`src/rtl/lsu_stage_pkg.sv`:
```
// lsu_stage_pkg: shared definitions for the load/store stage.
//   - memory access size encodings (SZ_B/SZ_H/SZ_W; 3 behaves as word)
//   - 2-bit FSM state encoding
//   - datapath width and byte-lane count
//   - is_misaligned(): natural-alignment check for a given size/address
package lsu_stage_pkg;

  localparam int unsigned DataW    = 32;
  localparam int unsigned NumLanes = DataW / 8;

  localparam logic [1:0] SZ_B = 2'd0;
  localparam logic [1:0] SZ_H = 2'd1;
  localparam logic [1:0] SZ_W = 2'd2;

  typedef enum logic [1:0] {
    StIdle = 2'd0,
    StReq  = 2'd1,
    StWait = 2'd2,
    StDone = 2'd3
  } lsu_state_e;

  // Any size other than byte/half is treated as a word access.
  function automatic logic is_misaligned(input logic [1:0] size, input logic [1:0] addr_lo);
    logic mis;
    case (size)
      SZ_B:    mis = 1'b0;
      SZ_H:    mis = addr_lo[0];
      default: mis = (addr_lo != 2'b00);
    endcase
    return mis;
  endfunction

endpackage

```
`src/rtl/lsu_stage_if.sv`:
```
// lsu_stage_if: simple valid/ready data-bus between the load/store stage and memory.
//   mem_req_valid/ready  request handshake
//   mem_req_addr         full byte address
//   mem_req_wen          1 = write
//   mem_req_wdata        lane-replicated store data
//   mem_req_wstrb        byte strobes, 0 for reads
//   mem_rsp_valid        read data / write acknowledge
//   mem_rsp_rdata        aligned 32-bit word
// Modports: master = load/store stage, slave = memory.
interface lsu_stage_if #(
  parameter int unsigned WIDTH = 32
) ();

  logic               mem_req_valid;
  logic               mem_req_ready;
  logic [WIDTH-1:0]   mem_req_addr;
  logic               mem_req_wen;
  logic [WIDTH-1:0]   mem_req_wdata;
  logic [WIDTH/8-1:0] mem_req_wstrb;
  logic               mem_rsp_valid;
  logic [WIDTH-1:0]   mem_rsp_rdata;

  modport master (
    output mem_req_valid, mem_req_addr, mem_req_wen, mem_req_wdata, mem_req_wstrb,
    input  mem_req_ready, mem_rsp_valid, mem_rsp_rdata
  );

  modport slave (
    input  mem_req_valid, mem_req_addr, mem_req_wen, mem_req_wdata, mem_req_wstrb,
    output mem_req_ready, mem_rsp_valid, mem_rsp_rdata
  );

endinterface

```
`src/rtl/lsu_align.sv`:
```
// lsu_align: combinational byte-lane formatting for the load/store stage.
//   Store side: i_st_addr_lo/i_st_size/i_st_data -> o_st_wdata (lane-replicated), o_st_wstrb
//   Load side:  i_ld_addr_lo/i_ld_size/i_ld_unsigned/i_ld_rdata -> o_ld_data (aligned, extended)
module lsu_align
  import lsu_stage_pkg::*;
(
  input  logic [1:0]          i_st_addr_lo,
  input  logic [1:0]          i_st_size,
  input  logic [DataW-1:0]    i_st_data,
  output logic [DataW-1:0]    o_st_wdata,
  output logic [NumLanes-1:0] o_st_wstrb,
  input  logic [1:0]          i_ld_addr_lo,
  input  logic [1:0]          i_ld_size,
  input  logic                i_ld_unsigned,
  input  logic [DataW-1:0]    i_ld_rdata,
  output logic [DataW-1:0]    o_ld_data
);

  logic [DataW-1:0] w_shifted;

  // Replicating the datum across lanes lets the slave pick any lane by strobe alone.
  always_comb begin
    o_st_wdata = i_st_data;
    o_st_wstrb = '1;
    case (i_st_size)
      SZ_B: begin
        o_st_wdata = {4{i_st_data[7:0]}};
        o_st_wstrb = 4'b0001 << i_st_addr_lo;
      end
      SZ_H: begin
        o_st_wdata = {2{i_st_data[15:0]}};
        o_st_wstrb = 4'b0011 << {i_st_addr_lo[1], 1'b0};
      end
      default: ;
    endcase
  end

  assign w_shifted = i_ld_rdata >> {i_ld_addr_lo, 3'b000};

  always_comb begin
    o_ld_data = w_shifted;
    case (i_ld_size)
      SZ_B: o_ld_data = i_ld_unsigned ? {24'b0, w_shifted[7:0]}
                                      : {{24{w_shifted[7]}}, w_shifted[7:0]};
      SZ_H: o_ld_data = i_ld_unsigned ? {16'b0, w_shifted[15:0]}
                                      : {{16{w_shifted[15]}}, w_shifted[15:0]};
      default: ;
    endcase
  end

endmodule

```
`src/rtl/lsu_stage.sv`:
```
// lsu_stage: memory-access stage downstream of execute. One instruction in flight.
//   clk, rst            clock, synchronous active-high reset
//   in_*                execute result (valid/ready), captured only in IDLE
//   mem                 data bus (lsu_stage_if.master), at most one request per instruction
//   out_*               writeback message (valid/ready), held stable in DONE
// Non-memory and misaligned ops go IDLE -> DONE; aligned loads/stores IDLE -> REQ -> WAIT -> DONE.
module lsu_stage
  import lsu_stage_pkg::*;
#(
  parameter int unsigned WIDTH = 32
) (
  input  logic             clk,
  input  logic             rst,
  input  logic             in_valid,
  output logic             in_ready,
  input  logic [WIDTH-1:0] in_alu_result,
  input  logic [WIDTH-1:0] in_store_data,
  input  logic [4:0]       in_rf_waddr,
  input  logic             in_rf_we,
  input  logic             in_mem_re,
  input  logic             in_mem_we,
  input  logic [1:0]       in_mem_size,
  input  logic             in_mem_unsigned,
  input  logic [WIDTH-1:0] in_pc,
  lsu_stage_if.master      mem,
  output logic             out_valid,
  input  logic             out_ready,
  output logic [4:0]       out_rf_waddr,
  output logic             out_rf_we,
  output logic [WIDTH-1:0] out_rf_wdata,
  output logic [WIDTH-1:0] out_pc,
  output logic             out_misalign
);

  lsu_state_e r_state, w_state_next;

  logic [WIDTH-1:0]   r_req_addr;
  logic               r_req_wen;
  logic [WIDTH-1:0]   r_req_wdata;
  logic [WIDTH/8-1:0] r_req_wstrb;
  logic [1:0]         r_size;
  logic               r_unsigned;
  logic [4:0]         r_out_rf_waddr;
  logic               r_out_rf_we;
  logic [WIDTH-1:0]   r_out_rf_wdata;
  logic [WIDTH-1:0]   r_out_pc;
  logic               r_out_misalign;

  logic               w_is_mem;
  logic               w_misalign;
  logic               w_in_hs;
  logic               w_rsp_hs;
  logic [WIDTH-1:0]   w_st_wdata;
  logic [WIDTH/8-1:0] w_st_wstrb;
  logic [WIDTH-1:0]   w_ld_data;

  assign w_is_mem   = in_mem_re | in_mem_we;
  assign w_misalign = w_is_mem & is_misaligned(in_mem_size, in_alu_result[1:0]);
  assign w_in_hs    = in_valid & (r_state == StIdle);
  assign w_rsp_hs   = mem.mem_rsp_valid & (r_state == StWait);

  lsu_align u_align (
    .i_st_addr_lo  (in_alu_result[1:0]),
    .i_st_size     (in_mem_size),
    .i_st_data     (in_store_data),
    .o_st_wdata    (w_st_wdata),
    .o_st_wstrb    (w_st_wstrb),
    .i_ld_addr_lo  (r_req_addr[1:0]),
    .i_ld_size     (r_size),
    .i_ld_unsigned (r_unsigned),
    .i_ld_rdata    (mem.mem_rsp_rdata),
    .o_ld_data     (w_ld_data)
  );

  always_ff @(posedge clk) begin
    if (rst) begin
      r_state <= StIdle;
    end else begin
      r_state <= w_state_next;
    end
  end

  always_comb begin
    w_state_next = r_state;
    unique case (r_state)
      StIdle: if (in_valid) w_state_next = (w_is_mem && !w_misalign) ? StReq : StDone;
      StReq:  if (mem.mem_req_ready) w_state_next = StWait;
      StWait: if (mem.mem_rsp_valid) w_state_next = StDone;
      StDone: if (out_ready) w_state_next = StIdle;
      default: w_state_next = StIdle;
    endcase
  end

  always_comb begin
    in_ready          = (r_state == StIdle);
    mem.mem_req_valid = (r_state == StReq);
    out_valid         = (r_state == StDone);
  end

  // Store formatting is done at capture so the request is stable for the whole REQ stall.
  always_ff @(posedge clk) begin
    if (rst) begin
      r_req_addr     <= '0;
      r_req_wen      <= 1'b0;
      r_req_wdata    <= '0;
      r_req_wstrb    <= '0;
      r_size         <= 2'b00;
      r_unsigned     <= 1'b0;
      r_out_rf_waddr <= 5'd0;
      r_out_rf_we    <= 1'b0;
      r_out_rf_wdata <= '0;
      r_out_pc       <= '0;
      r_out_misalign <= 1'b0;
    end else begin
      if (w_in_hs) begin
        r_req_addr     <= in_alu_result;
        r_req_wen      <= in_mem_we;
        r_req_wdata    <= w_st_wdata;
        r_req_wstrb    <= in_mem_we ? w_st_wstrb : '0;
        r_size         <= in_mem_size;
        r_unsigned     <= in_mem_unsigned;
        r_out_rf_waddr <= in_rf_waddr;
        r_out_rf_we    <= in_rf_we & ~w_misalign;
        r_out_rf_wdata <= w_is_mem ? '0 : in_alu_result;
        r_out_pc       <= in_pc;
        r_out_misalign <= w_misalign;
      end
      if (w_rsp_hs) begin
        if (r_req_wen) begin
          r_out_rf_we <= 1'b0;
        end else begin
          r_out_rf_wdata <= w_ld_data;
        end
      end
    end
  end

  assign mem.mem_req_addr  = r_req_addr;
  assign mem.mem_req_wen   = r_req_wen;
  assign mem.mem_req_wdata = r_req_wdata;
  assign mem.mem_req_wstrb = r_req_wstrb;

  assign out_rf_waddr = r_out_rf_waddr;
  assign out_rf_we    = r_out_rf_we;
  assign out_rf_wdata = r_out_rf_wdata;
  assign out_pc       = r_out_pc;
  assign out_misalign = r_out_misalign;

endmodule
```
`src/flat_wrapper.sv`:
```
// flat-port wrapper written by rule: the top's interface ports become plain ports
module lsu_stage_flat import lsu_stage_pkg::*;
#(
  parameter int unsigned WIDTH = 32
)
  (clk, rst, in_valid, in_ready, in_alu_result, in_store_data, in_rf_waddr, in_rf_we, in_mem_re, in_mem_we, in_mem_size, in_mem_unsigned, in_pc, out_valid, out_ready, out_rf_waddr, out_rf_we, out_rf_wdata, out_pc, out_misalign, mem_mem_req_valid, mem_mem_req_addr, mem_mem_req_wen, mem_mem_req_wdata, mem_mem_req_wstrb, mem_mem_req_ready, mem_mem_rsp_valid, mem_mem_rsp_rdata);
  lsu_stage_if #(.WIDTH(WIDTH)) mem_i ();
  input  logic clk;
  input  logic rst;
  input  logic in_valid;
  output logic in_ready;
  input  logic [WIDTH-1:0] in_alu_result;
  input  logic [WIDTH-1:0] in_store_data;
  input  logic [4:0] in_rf_waddr;
  input  logic in_rf_we;
  input  logic in_mem_re;
  input  logic in_mem_we;
  input  logic [1:0] in_mem_size;
  input  logic in_mem_unsigned;
  input  logic [WIDTH-1:0] in_pc;
  output logic out_valid;
  input  logic out_ready;
  output logic [4:0] out_rf_waddr;
  output logic out_rf_we;
  output logic [WIDTH-1:0] out_rf_wdata;
  output logic [WIDTH-1:0] out_pc;
  output logic out_misalign;
  output wire logic [$bits(mem_i.mem_req_valid)-1:0] mem_mem_req_valid;
  output wire logic [$bits(mem_i.mem_req_addr)-1:0] mem_mem_req_addr;
  output wire logic [$bits(mem_i.mem_req_wen)-1:0] mem_mem_req_wen;
  output wire logic [$bits(mem_i.mem_req_wdata)-1:0] mem_mem_req_wdata;
  output wire logic [$bits(mem_i.mem_req_wstrb)-1:0] mem_mem_req_wstrb;
  input wire logic [$bits(mem_i.mem_req_ready)-1:0] mem_mem_req_ready;
  input wire logic [$bits(mem_i.mem_rsp_valid)-1:0] mem_mem_rsp_valid;
  input wire logic [$bits(mem_i.mem_rsp_rdata)-1:0] mem_mem_rsp_rdata;
  assign mem_mem_req_valid = mem_i.mem_req_valid;
  assign mem_mem_req_addr = mem_i.mem_req_addr;
  assign mem_mem_req_wen = mem_i.mem_req_wen;
  assign mem_mem_req_wdata = mem_i.mem_req_wdata;
  assign mem_mem_req_wstrb = mem_i.mem_req_wstrb;
  assign mem_i.mem_req_ready = mem_mem_req_ready;
  assign mem_i.mem_rsp_valid = mem_mem_rsp_valid;
  assign mem_i.mem_rsp_rdata = mem_mem_rsp_rdata;
  lsu_stage #(.WIDTH(WIDTH)) u_core (.clk(clk), .rst(rst), .in_valid(in_valid), .in_ready(in_ready), .in_alu_result(in_alu_result), .in_store_data(in_store_data), .in_rf_waddr(in_rf_waddr), .in_rf_we(in_rf_we), .in_mem_re(in_mem_re), .in_mem_we(in_mem_we), .in_mem_size(in_mem_size), .in_mem_unsigned(in_mem_unsigned), .in_pc(in_pc), .mem(mem_i), .out_valid(out_valid), .out_ready(out_ready), .out_rf_waddr(out_rf_waddr), .out_rf_we(out_rf_we), .out_rf_wdata(out_rf_wdata), .out_pc(out_pc), .out_misalign(out_misalign));
endmodule
```
`config.mk`:
```
export PLATFORM = sky130hd
export DESIGN_NAME = lsu_stage_flat
export DESIGN_NICKNAME = d
export VERILOG_FILES = /design/src/rtl/lsu_stage_pkg.sv /design/src/rtl/lsu_stage_if.sv /design/src/rtl/lsu_align.sv /design/src/rtl/lsu_stage.sv /design/src/flat_wrapper.sv
export SDC_FILE = /design/constraint.sdc
export NUM_CORES = 1
export LEC_CHECK = 0
export ABC_CLOCK_PERIOD_IN_PS = 3800
export CORE_UTILIZATION = 41
export CTS_BUF_LIST = sky130_fd_sc_hd__clkbuf_8
export DETAILED_ROUTE_END_ITERATION = 7
export GPL_ROUTABILITY_DRIVEN = 0
export GPL_TIMING_DRIVEN = 0
export PLACE_DENSITY = 0.84
export SLEW_MARGIN = 20
export SYNTH_ARGS = -nofsm -noshare
export SYNTH_HDL_FRONTEND = slang
export SYNTH_SLANG_ARGS = --single-unit
```
`constraint.sdc`:
```
create_clock -name clk -period 3.8 [get_ports clk]
set_input_delay 0.76 -clock clk [delete_from_list [all_inputs] [get_ports clk]]
set_output_delay 0.76 -clock clk [all_outputs]
set_load 0.01 [all_outputs]
```
Yosys cells after proc, flatten, opt, wreduce, memory -nomap -nowiden
Index checks and enable logic that the tools add are counted.
{"block": "word_totals", "word_cells": 57, "ff_bits": 145, "input_bits": 145, "output_inout_bits": 143}
{"block": "classes", "bitwise": 6, "reduce_logical": 7, "n_mux": 20, "shift": 3, "n_eq_ne": 9}
{"op": "$mux 32", "count": 6}
{"op": "$pmux 32 s2", "count": 2}
{"op": "$shr 32x5->32", "count": 1}
{"op": "$mux 2", "count": 5}
{"op": "$pmux 2 s4", "count": 1}
{"op": "$pmux 4 s2", "count": 1}
{"op": "$eq 2x1->1 const B", "count": 3}
{"op": "$logic_not 2->1", "count": 3}
{"op": "$and 1x1->1", "count": 4}
{"op": "$eq 2x2->1 const B", "count": 2}
{"op": "$mux 4", "count": 1}
{"op": "$ne 2x1->1 const B", "count": 2}
{"op": "$ne 2x2->1 const B", "count": 2}
{"op": "$reduce_and 4->1", "count": 1}
{"op": "$shl 1x2->4 const A", "count": 1}
{"op": "$shl 2x2->4 const A", "count": 1}
{"op": "$mux 1", "count": 3}
{"op": "$pmux 1 s2", "count": 1}
{"op": "$reduce_bool 2->1", "count": 1}
{"op": "$logic_and 1x1->1", "count": 1}
{"op": "$logic_not 1->1", "count": 1}
{"op": "$not 1->1", "count": 1}
{"op": "$or 1x1->1", "count": 1}

Depth between registers and ports, before layout
{"block": "logic_depth", "depth_word": 8, "depth_mapped": 8, "mapped_depth_nobuf": 6}

Cells and area by module
From an unflattened synthesis, not the netlist that was laid out.
{"block": "unflattened", "cells_unflattened": 826, "hier_area_um2": 6959.2}
{"mod": "lsu_stage", "n_inst": 1, "cells_per_inst": 659, "area_each_um2": 5810.6, "seq_area_each_um2": 2902.8}
{"mod": "lsu_align", "n_inst": 1, "cells_per_inst": 167, "area_each_um2": 1148.6, "seq_area_each_um2": 0.0}

Worst setup path before layout
OpenSTA, ideal clock, no wires.
{"block": "synth_path", "path_type": "input -> register", "from": "in rst", "to": "reg u_core.r_out_rf_wdata[28], in the netlist u_core.out_rf_wdata[28]", "setup_ns": 0.067, "path_buffers": 2, "arrival_time_ns": 1.726, "path_slack_ns": 2.007, "stages": 6, "required_time_ns": 3.733, "cell_sequence": "clkbuf_8 nor3b_4 nor2b_1 clkbuf_2 nand2_1 a21oi_4"}
{"item": "start: declaration", "line_no": "flat_wrapper.sv:9", "source": "input logic rst;"}
{"item": "end signal: assignment", "line_no": "lsu_stage.sv:124", "source": "r_out_rf_wdata <= w_is_mem ? '0 : in_alu_result;"}
{"item": "end signal: assignment", "line_no": "lsu_stage.sv:132", "source": "r_out_rf_wdata <= w_ld_data;"}
{"item": "end: declaration", "line_no": "lsu_stage.sv:45", "source": "logic [WIDTH-1:0] r_out_rf_wdata;"}

Final worst setup path
{"block": "layout_path", "from": "in in_valid", "to": "reg u_core.r_req_wdata[0], in the netlist u_core.mem.mem_req_wdata[0]"}
{"block": "layout_via", "elab_chain_len": 1}
{"item": "start: declaration", "line_no": "flat_wrapper.sv:10", "source": "input logic in_valid;"}
{"item": "$and 1x1->1", "line_no": "lsu_stage.sv:59", "source": "assign w_in_hs = in_valid & (r_state == StIdle);"}
{"item": "end signal: assignment", "line_no": "lsu_stage.sv:118", "source": "r_req_wdata <= w_st_wdata;"}
{"item": "end: declaration", "line_no": "lsu_stage.sv:39", "source": "logic [WIDTH-1:0] r_req_wdata;"}
No other way between the ends.
A chain may end at the register's enable or synchronous reset.

==> run_results.csv <==
group,metric,value,unit
timing,drv_slew,0,
clocking,cts.repair.resized,0,
timing,summed_negative_setup_slack_over_all_endpoints,0,ns
synthesis,synth-edff-count,0,
min_path,hold_path.startpoint,"u_core.out_rf_waddr[2]",
synthesis,ys_async_sr_fraction,0,%
pwr,power.density,563,nW/um2
timing,finalSetupViolCount,0,
clocking,cts_sinks,145,
detailed_routing,first_iter_violations,533,
critical_path,reg2reg_setup_slack,1.28,ns
floorplanning,num_io_pins,288,
detailed_routing,drt_pre_antenna_iters,5,
clocking,post_cts.repair.setup_buffers,0,
floorplanning,num_rows,45,
detailed_routing,vias,6822,
floorplanning,design.die.area,16000,um2
synthesis,synth_fp_nets,918,
critical_path,timing.rr.end,"u_core.mem.mem_req_wdata[0]",
critical_path,critical_path.max_fanout,10,
synthesis,synth-seq-cells,145,
timing,worst-slew-pin-transition,0.857,ns
timing,fmaxAchievable,378,MHz
clocking,skew_pair_late_insertion_delay,0.46,ns
timing,layout_setup_ws,1.16,ns
timing,min_period,2.64,ns
min_path,hold_path_end,"u_core.out_rf_waddr[2]",
detailed_routing,drt_drc_violations_left,0,
placed_design,portBuffers,286,
synthesis,synth_sequential_area_ratio,45.8,%
detailed_routing,routed_antenna_nets,0,
critical_path,worst_ep_required_time,4.18,ns
critical_path,timing.reg2reg.worst_path_depth,8,
synthesis,avgSynthCellArea,8.26,um2
pwr,leakage,3.56,nW
clocking,cts_root_buffer,"sky130_fd_sc_hd__clkbuf_8",
layout,n_antenna_cell,0,
timing,post-route-period-util,69.5,%
timing,final.setup_skew,0.0127,ns
global_route,grt_max_degree,17,
critical_path,cp_slowest_cell,"sky130_fd_sc_hd__clkbuf_1",
critical_path,cp_data_arrival_time,3.03,ns
layout,most-common-layout-cells,"286 x sky130_fd_sc_hd__clkdlybuf4s50_1, 220 x sky130_fd_sc_hd__nand2_1, 145 x sky130_fd_sc_hd__dfxtp_1",
clocking,cts.hold.buffers_added,0,
clocking,cts_buffer_depth,2,
layout,fillerInstances,1303,
global_route,gr-usage-all-layers,28.5,%
status,status,"finished, final reports clean",
layout,layout.nets,1223,
synthesis,synth_largest_type_area_fraction,45.8,%
synthesis,ys.warnings.count,0,
critical_path,critical_path.cell_chain,"clkdlybuf4s50_1 > and2_1 > clkbuf_1 > clkbuf_1 > clkbuf_1 > nand2_1 > a21oi_1",
timing,slew_headroom,42.4,%
critical_path,worst_setup_path_start_kind,"input port",
critical_path,worst_setup_path_end_kind,"flip-flop",
clocking,cts_inserted_buffers,17,
synthesis,post_synth_instance_area,6340,um2
clocking,tritoncts,"yes",
pwr,vdd_ir_drop_max,0.303,mV
synthesis,synth_top_area_cell,"sky130_fd_sc_hd__dfxtp_1",
layout,mostFrequentLayoutCell,"sky130_fd_sc_hd__clkdlybuf4s50_1",
min_path,worst_hold_path_type,"flip-flop to flip-flop",
layout,fin_util,65.0,%
global_route,globalRouteOverflowTotal,0,
detailed_routing,drt-vias-per-instance,5.35,
layout,area_added_between_synthesis_and_finish,55.2,%
global_route,vias_in_the_first_global_route,6445,
floorplanning,floorplan.core_area,15100,um2
critical_path,crit_path_max_incr_delay,0.58,ns
floorplanning,start_util,41.9,%
timing,unrepaired_setup_endpoints_after_global_routing,"no",
detailed_routing,totalWireLength,22900,um
floorplanning,chipHeight,126,um
clocking,clk_pin_slew,0.08,ns
global_route,antenna_found_initial,0,
synthesis,synthesis.instances,768,
synthesis,post_synth_num_cell_types,42,
timing,hold_violation_total_from_the_final_report,0,
floorplanning,die-width,126,um
critical_path,setup.worst_path.class,"input port to flip-flop",
critical_path,critical-path-top-cell-by-count,"sky130_fd_sc_hd__clkbuf_1",
placed_design,detailedPlace.worstSlack,0.700,ns
synthesis,synth_area_leaders,"sky130_fd_sc_hd__dfxtp_1 46%, sky130_fd_sc_hd__nand2_1 13%, sky130_fd_sc_hd__a21oi_1 9.2%",
flow_run,drv_cap,0,
synthesis,synth_flop_cell,"sky130_fd_sc_hd__dfxtp_1",
placed_design,post_detail_place_hpwl,17400,um
timing,holdWs,0.455,ns
critical_path,critical_path.reg2reg.startpoint,"u_core.r_state[0]",
layout,drive_gt1_share,7.27,%
detailed_routing,wire_per_inst,18.0,um
global_route,grt_first_pass_wirelength,35100,um
min_path,timing.hold.worst_path_depth,2,
clocking,cts.htree.levels,4,
[state kept, by name, indices dropped and copies added (netlist names)]
register,cells
u_core.mem.mem_req_addr,32
u_core.mem.mem_req_wdata,32
u_core.out_pc,32
u_core.out_rf_wdata,32
u_core.out_rf_waddr,5
u_core.mem.mem_req_wstrb,4
u_core.r_size,2
u_core.r_state,2
u_core.mem.mem_req_wen,1
u_core.out_misalign,1
u_core.out_rf_we,1
u_core.r_unsigned,1
[kinds of logic after synthesis]
kind of cell	after synthesis	share of synthesized area (%)
muxes	36	6.04
DFF	145	45.8
buffers and inverters	71	5.76
AOI/OAI and AO/OA	221	22.7
adders and majority gates	5	0.986
and+or+nand+nor	290	18.7
[critical path: cells and delay by family]
family,cells,cell delay (ns)
and+or+nand+nor,2,0.30
AOI/OAI and AO/OA,1,0.15
buffers and inverters,4,1.80
[worst max-delay path by stage]
stage                     startpoint                     endpoint  slack [ns]
after detailed placement    in_valid            u_core.out_pc[25]        0.70
after global routing        in_valid            u_core.out_pc[25]        1.06
after floorplan                  rst      u_core.out_rf_wdata[28]        2.01
after CTS                   in_valid            u_core.out_pc[25]        1.19
final                       in_valid  u_core.mem.mem_req_wdata[0]        1.16
after global placement      in_valid            u_core.out_pc[25]        0.79
[cells in the mapped netlist, types with 9 or more instances]
cell	number
sky130_fd_sc_hd__dfxtp_1	145
sky130_fd_sc_hd__o21ai_0	19
sky130_fd_sc_hd__nor2b_1	14
sky130_fd_sc_hd__clkbuf_1	37
sky130_fd_sc_hd__nor2_1	29
sky130_fd_sc_hd__nand2_1	220
sky130_fd_sc_hd__buf_2	12
sky130_fd_sc_hd__a311oi_1	9
sky130_fd_sc_hd__a221oi_1	32
sky130_fd_sc_hd__mux2i_1	27
sky130_fd_sc_hd__a211oi_1	9
sky130_fd_sc_hd__nor3_1	18
sky130_fd_sc_hd__a21oi_2	9
sky130_fd_sc_hd__a21oi_1	116
[area by class of cell]
class / count / area [um2] / area share (%)
multi-input cells: 552 / 3070 / 31.2
flip-flops and latches: 145 / 2900 / 29.5
repair buffers: 286 / 2860 / 29.1
plain buffers: 67 / 350 / 3.56
clock buffers: 18 / 248 / 2.52
well taps: 188 / 235 / 2.39
clock inverters: 14 / 155 / 1.58
inverters: 4 / 15.0 / 0.153
[power breakdown]
part	leakage [nW]	total (mW)	internal [mW]	switching, mW
sequential	1.19	1.99	1.82	0.166
combinational	2.17	2.30	1.09	1.21
clock	0.205	1.26	0.610	0.649
[routing by layer]
metal  vias up  track usage (%)  routed length (um)
met1      3179             34.1                9540
met4         0             12.0                 522
met5         -                0                   0
met2       314             48.7               11100
li1       3287                -                   -
met3        42             7.30                1700
[metrics by stage]
step	cell area [um2]	total power, mW	instances
2_1_floorplan	6340	3.19	768
3_3_place_gp	9440	4.26	1242
3_5_place_dp	9440	4.30	1242
4_1_cts	9840	5.56	1274
5_1_grt	9840	5.85	1274
6_report	9840	5.55	1274
Power figures use the tool's default switching activity.
